<file path="config.mk">
export PLATFORM = sky130hd
export DESIGN_NAME = err_countdown_timer
export DESIGN_NICKNAME = d
export VERILOG_FILES = /design/src/rtl/calc_timer_pkg.sv /design/src/rtl/tick_prescaler.sv /design/src/rtl/err_countdown_timer.sv
export SDC_FILE = /design/constraint.sdc
export NUM_CORES = 1
export LEC_CHECK = 0
export BUFFER_PORTS_ARGS = -buffer_cell sky130_fd_sc_hd__buf_4
export CORE_MARGIN = 8
export CORE_UTILIZATION = 45
export CTS_CLUSTER_DIAMETER = 120
export DETAILED_ROUTE_END_ITERATION = 10
export GPL_TIMING_DRIVEN = 0
export PLACE_DENSITY = 0.68
export SETUP_SLACK_MARGIN = 0.02
export SYNTH_ARGS = -nofsm -noshare
export SYNTH_HDL_FRONTEND = slang
export SYNTH_SLANG_ARGS = --single-unit
</file>
<file path="constraint.sdc">
create_clock -name clk -period 5.1 [get_ports clk]
set_input_delay 0.51 -clock clk [delete_from_list [all_inputs] [get_ports clk]]
set_output_delay 0.51 -clock clk [all_outputs]
set_load 0.005 [all_outputs]
</file>
<file path="src/rtl/calc_timer_pkg.sv">
// Shared types and limits for the calculator error-recovery countdown timer.
package calc_timer_pkg;

    localparam int TIMER_W       = 4;
    localparam int TIMER_MIN_SEC = 5;
    localparam int TIMER_MAX_SEC = 15;

    typedef enum logic {
        IDLE = 1'b0,
        RUN  = 1'b1
    } timer_state_t;

    function automatic logic cfg_sec_legal(input logic [TIMER_W-1:0] sec);
        int v;
        v = int'(sec);
        return (v >= TIMER_MIN_SEC) && (v <= TIMER_MAX_SEC);
    endfunction

endpackage

</file>
<file path="src/rtl/tick_prescaler.sv">
// Divides clk down to a one-cycle tick every CLK_HZ enabled cycles.
module tick_prescaler #(
    parameter int CLK_HZ = 100_000_000
) (
    input  logic clk,
    input  logic rst_n,
    input  logic clr,
    input  logic en,
    output logic tick
);

    localparam int CNT_W = (CLK_HZ > 1) ? $clog2(CLK_HZ) : 1;
    localparam logic [CNT_W-1:0] LAST = CNT_W'(CLK_HZ - 1);

    logic [CNT_W-1:0] cnt_q;
    logic [CNT_W-1:0] cnt_d;

    assign tick = en && !clr && (cnt_q == LAST);

    always_comb begin
        cnt_d = cnt_q + CNT_W'(1);
        if (clr || !en || tick) begin
            cnt_d = '0;
        end
    end

    always_ff @(posedge clk or negedge rst_n) begin
        if (!rst_n) begin
            cnt_q <= '0;
        end else begin
            cnt_q <= cnt_d;
        end
    end

endmodule

</file>
<file path="src/rtl/err_countdown_timer.sv">
// Seconds countdown for the "Err XX" window: config register, FSM and time_left counter.
module err_countdown_timer
    import calc_timer_pkg::*;
#(
    parameter int CLK_HZ      = 100_000_000,
    parameter int DEFAULT_SEC = 10
) (
    input  logic               clk,
    input  logic               rst_n,
    input  logic               start,
    input  logic               cancel,
    input  logic               cfg_we,
    input  logic [TIMER_W-1:0] cfg_sec,
    output logic [TIMER_W-1:0] time_left,
    output logic               running,
    output logic               expired,
    output logic               cfg_err,
    output logic [TIMER_W-1:0] cfg_sec_q,
    output logic               dbg_state_o
);

    localparam logic [TIMER_W-1:0] DEFAULT_CFG = TIMER_W'(DEFAULT_SEC);

    timer_state_t       state_q, state_d;
    logic [TIMER_W-1:0] time_left_q, time_left_d;
    logic [TIMER_W-1:0] cfg_sec_d;
    logic               expired_q, expired_d;
    logic               cfg_err_q, cfg_err_d;
    logic               presc_clr;
    logic               tick;

    tick_prescaler #(.CLK_HZ(CLK_HZ)) u_presc (
        .clk   (clk),
        .rst_n (rst_n),
        .clr   (presc_clr),
        .en    (state_q == RUN),
        .tick  (tick)
    );

    always_comb begin
        state_d     = state_q;
        time_left_d = time_left_q;
        cfg_sec_d   = cfg_sec_q;
        expired_d   = 1'b0;
        cfg_err_d   = 1'b0;
        presc_clr   = 1'b0;

        if (cfg_we) begin
            if (cfg_sec_legal(cfg_sec)) begin
                cfg_sec_d = cfg_sec;
            end else begin
                cfg_err_d = 1'b1;
            end
        end

        // Loads use cfg_sec_q, so a same-cycle config write only affects later starts.
        case (state_q)
            IDLE: begin
                if (start && !cancel) begin
                    state_d     = RUN;
                    time_left_d = cfg_sec_q;
                    presc_clr   = 1'b1;
                end
            end
            RUN: begin
                if (cancel) begin
                    state_d     = IDLE;
                    time_left_d = '0;
                    presc_clr   = 1'b1;
                end else if (start) begin
                    time_left_d = cfg_sec_q;
                    presc_clr   = 1'b1;
                end else if (tick) begin
                    if (time_left_q > TIMER_W'(1)) begin
                        time_left_d = time_left_q - TIMER_W'(1);
                    end else begin
                        time_left_d = '0;
                        expired_d   = 1'b1;
                        state_d     = IDLE;
                    end
                end
            end
            default: begin
                state_d     = IDLE;
                time_left_d = '0;
            end
        endcase
    end

    always_ff @(posedge clk or negedge rst_n) begin
        if (!rst_n) begin
            state_q     <= IDLE;
            time_left_q <= '0;
            cfg_sec_q   <= DEFAULT_CFG;
            expired_q   <= 1'b0;
            cfg_err_q   <= 1'b0;
        end else begin
            state_q     <= state_d;
            time_left_q <= time_left_d;
            cfg_sec_q   <= cfg_sec_d;
            expired_q   <= expired_d;
            cfg_err_q   <= cfg_err_d;
        end
    end

    assign time_left   = time_left_q;
    assign running     = (state_q == RUN);
    assign expired     = expired_q;
    assign cfg_err     = cfg_err_q;
    assign dbg_state_o = state_q;

endmodule

</file>
==> qor.csv, run 1 <==
stage,metric,value,unit
global_route,Overflow after GRT,0,
job,max cap viols,0,
drt,Wirelength per Cell,14.2,um
drt,DRT Wirelength,4.02,mm
timing,measured slew at the worst slew-check pin,988,ps
timing,Final Max Tran Viols,0,
synthesis,Synth Area per Inst,9.68,um^2
synthesis,async set or reset register ratio after synthesis,100,%
timing,final critical-path share of the clock period,44.1,%
cts,clock tree from TritonCTS,yes,
hold_path,HP Class,in2async,
critical_path,"Max FO, Critical Path",8,
synthesis,synth warn,0,
synthesis,main area contributors after synthesis,"dfrtp_1 (45%), nor2_1 (6.8%), xor2_1 (6.6%), xnor2_1 (4.4%), nand3_1 (3.0%)",
cts,CTS H-tree lvls,2,
critical_path,CP required,5260,ps
drt,Final ANT Viol Nets,0,
pwr,Pwr Density,262,mW/mm^2
die,Cell Rows,24,
drt,initial drt markers,92,
die,I/O Pins,21,
critical_path,Setup crit start kind,flip-flop,
layout,layout cells sized above 1,16.9,%
drt,DRC,0,
global_route,first-pass GRT wire length,7.09,mm
cts,CTS Buf Count,5,
synthesis,"EDFF count, synth",0,
layout,fin nets,243,
die,Die Width,82.4,um
cts,Post-CTS Setup Bufs,0,
synthesis,Synthesized Nets,217,
cts,CTS max path bufs,2,
critical_path,Crit. End Element,flip-flop,
timing,Finish-stage setup viols,0,
synthesis,"Cell Area, Synth",0.00198,mm^2
critical_path,Worst Setup Path Type,reg2reg,
layout,antenna cell count,0,
cts,worst skew pair latency,280,ps
cts,CTS resizes,0,
timing,Rel. slew slack,33.6,%
synthesis,Main synth FF type,dfrtp_1,
timing,Worst Skew,4.62,ps
place,post-DP HPWL,2.92,mm
synthesis,sequential share of the synthesized area,48.0,%
drt,vias per inst,5.29,
cts,clock root cell,clkbuf_8,
cts,Worst-path clk slew,70,ps
cts,Clock Sinks,38,
place,Placer Congestion,0.813,
global_route,number of global-route vias before repair,1507,
layout,"Area growth, synth to finish",14.3,%
outcome,outcome,"finished, final reports clean",
synthesis,Synth Instances,205,
die,core outline area,0.00429,mm^2
critical_path,"Arr. time, crit path",2410,ps
die,die area,0.00679,mm^2
drt,1st-pass router iterations,4,
timing,Tmin final,2250,ps
cts,CTS Hold Bufs,0,
die,die height,82.4,um
critical_path,RR Startpoint,u_presc.cnt_q[0]$_DFF_PN0_,
synthesis,"flops & latches, synth",38,
synthesis,library cells used by synthesis,43,
layout,fill cell count,409,
pwr,cell leakage power,0.977,nW
timing,Total Neg Setup Slack,0,ps
global_route,antenna violations before repair,0,
synthesis,cell taking the most area after synthesis,dfrtp_1,
die,initial core utilization,46.2,%
timing,Fmax,444,MHz
pwr,VDD IR max,0.133,mV
timing,hold slack final,186,ps
critical_path,Critical Path Start,u_presc.cnt_q[0]$_DFF_PN0_,
timing,RSZ-0062 raised after global routing,false,
timing,hold violation count in the final report,0,
global_route,largest net degree at the start of global routing,39,
place,# port buffers,19,
drt,via count,1497,
critical_path,cells on worst reg2reg path,6,
synthesis,post-synth top area share,45.4,%
synthesis,Post-synth top cells,"dfrtp_1 (36), nor2_1 (36), xor2_1 (15)",
global_route,gr usage total,13.5,%
-- worst paths after layout --
path | end | slack [ps]
max | u_presc.cnt_q[26]$_DFF_PN0_ | 2850
min | cfg_sec_q[2]$_DFFE_PN0P_ | 190
max reg2reg | u_presc.cnt_q[26]$_DFF_PN0_ | 2850
min reg2reg | cfg_sec_q[3]$_DFFE_PN1P_ | 490
max in group asynchronous | cfg_sec_q[3]$_DFFE_PN1P_ | 4570
min in group clk | cfg_sec_q[3]$_DFFE_PN1P_ | 430
-- area by class of cell --
class                           instances  area (um^2)  area share, %
Tap cell                               52         65.1           2.87
Timing Repair Buffer                   19          143           6.29
Multi-Input combinational cell        154          971           42.8
Buffer                                  6         33.8           1.49
Clock buffer                            7         76.3           3.36
Sequential cell                        38          953           42.0
Inverter                                7         26.3           1.16
-- stage by stage --
stage / setup WS, ps / power [mW] / util [%] / std cells / instance area [um^2]
after detailed placement: 2890 / 0.413 / 51.0 / 276 / 2190
after global routing: 2510 / 0.624 / 52.8 / 283 / 2270
final: 2850 / 0.595 / 52.8 / 283 / 2270
after CTS: 2880 / 0.604 / 52.8 / 283 / 2270
after global placement: 2880 / 0.412 / 51.0 / 276 / 2190
after floorplan: 3230 / 0.371 / - / 205 / 1980
-- sequential cells by signal, summed over array words and instances, names as in the netlist --
register,flops
dbg_state_o,1
cfg_err,1
expired,1
cfg_sec_q,4
u_presc.cnt_q,27
time_left,4
-- kinds of logic after synthesis --
logic type                 after synthesis  share of synthesized area (%)
and+or+nand+nor                        101                           26.5
DFF                                     38                           48.0
xor gates and xnor gates                25                           11.0
AOI/OAI and AO/OA                       21                           7.25
buffers and inverters                   13                           3.03
muxes                                    4                           2.27
adders and majority gates                3                           1.89
-- routing by layer --
layer	global-route usage [%]	share of wire [%]	vias up
met1	17.6	48	713
met5	0	0	-
met3	3.25	2.7	6
met2	21.4	47	19
met4	4.74	1.6	0
li1	-	-	759
-- cells in the final DEF (no fill, tap or decap), types with 2 or more instances in the layout --
cell and n:
and2_1 4, clkbuf_1 5, and3_1 6, mux2_2 4
o21ai_0 8, nand2_1 13, nand4_1 7, nor3_1 6
xor2_1 15, nor2_1 36, nor4_1 2, dfrtp_1 36
inv_1 7, nand3_1 12, xnor2_1 10, clkbuf_8 5
nand2b_1 2, a21oi_1 2, buf_4 22, ha_1 3
and4_1 2, dfstp_2 2
-- where the power goes --
part	switching, mW	internal [mW]
sequential	0.0135	0.314
clock	0.0941	0.0940
combinational	0.0399	0.0392
-- critical path, stage by stage, from the launching register on --
cell and delay (ps):
dfrtp_1 390, ha_1 240, nand4_2 200, nor3_1 850, nand4_1 210, xor2_1 190
nor2_1 50
(Power assumes the default switching activity.)
==> inputs of run 2 (changes only) <==
- clock period: 5.1 -> 2.3 ns (I/O delays scaled with it)
==> qor.csv, run 2 (synthesized netlist as in run 1, its figures left out) <==
stage,metric,value,unit
cts,worst skew pair latency,280,ps
die,Die Width,82.4,um
outcome,outcome,"finished, final reports clean",
cts,CTS H-tree lvls,2,
timing,measured slew at the worst slew-check pin,939,ps
hold_path,worst hold start,cfg_sec[3],
drt,Final ANT Viol Nets,0,
cts,Worst-path clk slew,70,ps
critical_path,RR Startpoint,u_presc.cnt_q[0]$_DFF_PN0_,
timing,Finish-stage setup viols,0,
pwr,clock share of power,31.5,%
pwr,VDD IR max,0.295,mV
die,die height,82.4,um
drt,via count,1495,
layout,Seq. cell area,953,um^2
global_route,number of global-route vias before repair,1497,
cts,Post-CTS Setup Bufs,0,
timing,hold slack final,152,ps
drt,DRT Wirelength,4.07,mm
critical_path,R2R Path End,u_presc.cnt_q[10]$_DFF_PN0_,
timing,PnR worst setup slack,190,ps
die,die area,0.00679,mm^2
pwr,combinational share of power,13.4,%
timing,Tmin final,2110,ps
pwr,Pwr Density,577,mW/mm^2
place,dpl ws,89.6,ps
layout,max reg flops,27,
drt,Wirelength per Cell,14.3,um
timing,Total Neg Setup Slack,0,ps
die,I/O Pins,21,
die,Cell Rows,24,
critical_path,Setup crit start kind,flip-flop,
cts,Clock Sinks,38,
global_route,gr usage total,13.6,%
pwr,switch share,24.6,%
place,# port buffers,19,
layout,antenna cell count,0,
timing,Rel. slew slack,36.9,%
drt,initial drt markers,64,
layout,layout cells sized above 1,17.2,%
layout,Top reg by flops,u_presc.cnt_q,
critical_path,Worst Setup Path Type,reg2reg,
pwr,cell internal pwr,0.994,mW
pwr,Net Sw Power,0.325,mW
pwr,sequential power share,55.1,%
global_route,largest net degree at the start of global routing,39,
cts,clock root cell,clkbuf_8,
timing,final critical-path share of the clock period,91.8,%
hold_path,HP Class,in2reg,
layout,"Area growth, synth to finish",15.1,%
timing,Fmax,474,MHz
place,post-DP HPWL,2.92,mm
timing,Final Max Tran Viols,0,
timing,RSZ-0062 raised after global routing,false,
drt,1st-pass router iterations,4,
pwr,total power,1.32,mW
critical_path,"Max FO, Critical Path",10,
die,initial core utilization,46.2,%
layout,footprint of the multi-input gates,976,um^2
hold_path,hold path endpoint,cfg_sec_q[3]$_DFFE_PN1P_,
place,Placer Congestion,0.813,
critical_path,"Arr. time, crit path",2280,ps
layout,fin nets,244,
cts,CTS Buf Count,5,
critical_path,CP required,2470,ps
global_route,Overflow after GRT,0,
critical_path,Reg2Reg Setup Slack,190,ps
place,DP Area,0.00219,mm^2
critical_path,Crit. End Element,flip-flop,
drt,vias per inst,5.26,
cts,CTS max path bufs,2,
layout,final instance area,0.00228,mm^2
pwr,cell leakage power,0.981,nW
drt,DRC,0,
timing,hold violation count in the final report,0,
layout,most frequent cells in the layout,"nor2_1 (36), dfrtp_1 (36), buf_4 (22)",
hold_path,worst hold path depth,3,
global_route,antenna violations before repair,0,
cts,clock tree from TritonCTS,yes,
layout,fill cell count,409,
die,core outline area,0.00429,mm^2
job,max cap viols,0,
timing,Worst Skew,5.16,ps
global_route,first-pass GRT wire length,7.14,mm
critical_path,cells on worst reg2reg path,6,
==> run 2: layer usage <==
| metal | part of all wire, % | global-route usage (%) | wire length [um] |
|---|---|---|---|
| met1 | 47 | 17.8 | 1920 |
| met2 | 48 | 21.5 | 1960 |
| met3 | 3.2 | 3.25 | 129 |
| met4 | 1.6 | 4.74 | 65 |
| met5 | 0 | 0 | 0 |
==> run 2: stage by stage <==
step	utilization, %	std cells
after global routing	53.2	284
after CTS	53.1	284
final	53.2	284
after floorplan	-	205
after detailed placement	51.0	276
after global placement	51.0	276
==> run 2: power by group through the flow <==
stage               combinational (mW)  clock, mW  sequential [mW]
floorplan                       0.0893          0            0.734
CTS                              0.180      0.433            0.727
global route                     0.199      0.454            0.732
global placement                 0.175          0            0.738
finish                           0.176      0.416            0.727
detailed placement               0.178          0            0.738
==> run 2: area by class of cell <==
type | count | share of cell area, %
Sequential cell | 38 | 41.8
Buffer | 6 | 1.48
Clock buffer | 7 | 3.34
Timing Repair Buffer | 20 | 6.68
Inverter | 7 | 1.15
Tap cell | 52 | 2.85
Multi-Input combinational cell | 154 | 42.7
==> run 2: what timing repair did <==
| item | in CTS | in global routing |
|---|---|---|
| gates resized for setup | 0 | 1 |
| endpoints found under the hold margin | 36 | 0 |
| hold buffers | 1 | 0 |
| setup endpoints to repair | 0 | 9 |
==> run 2: worst max-delay path, stage by stage (launching register included) <==
cell,delay [ps]
dfrtp_1,390
ha_1,240
nand4_2,210
or4_4,550
o21ai_4,310
buf_4,250
nor2_1,60
==> run 2: how the worst max path moves through the flow <==
stage,slack (ps),endpoint,cells after the start,startpoint
after detailed placement,90,u_presc.cnt_q[26]$_DFF_PN0_,6,u_presc.cnt_q[0]$_DFF_PN0_
after global placement,80,u_presc.cnt_q[26]$_DFF_PN0_,6,u_presc.cnt_q[0]$_DFF_PN0_
final,190,u_presc.cnt_q[10]$_DFF_PN0_,6,u_presc.cnt_q[0]$_DFF_PN0_
after global routing,40,time_left[1]$_DFFE_PN0P_,6,u_presc.cnt_q[0]$_DFF_PN0_
after floorplan,430,u_presc.cnt_q[10]$_DFF_PN0_,6,u_presc.cnt_q[0]$_DFF_PN0_
after CTS,80,u_presc.cnt_q[26]$_DFF_PN0_,6,u_presc.cnt_q[0]$_DFF_PN0_
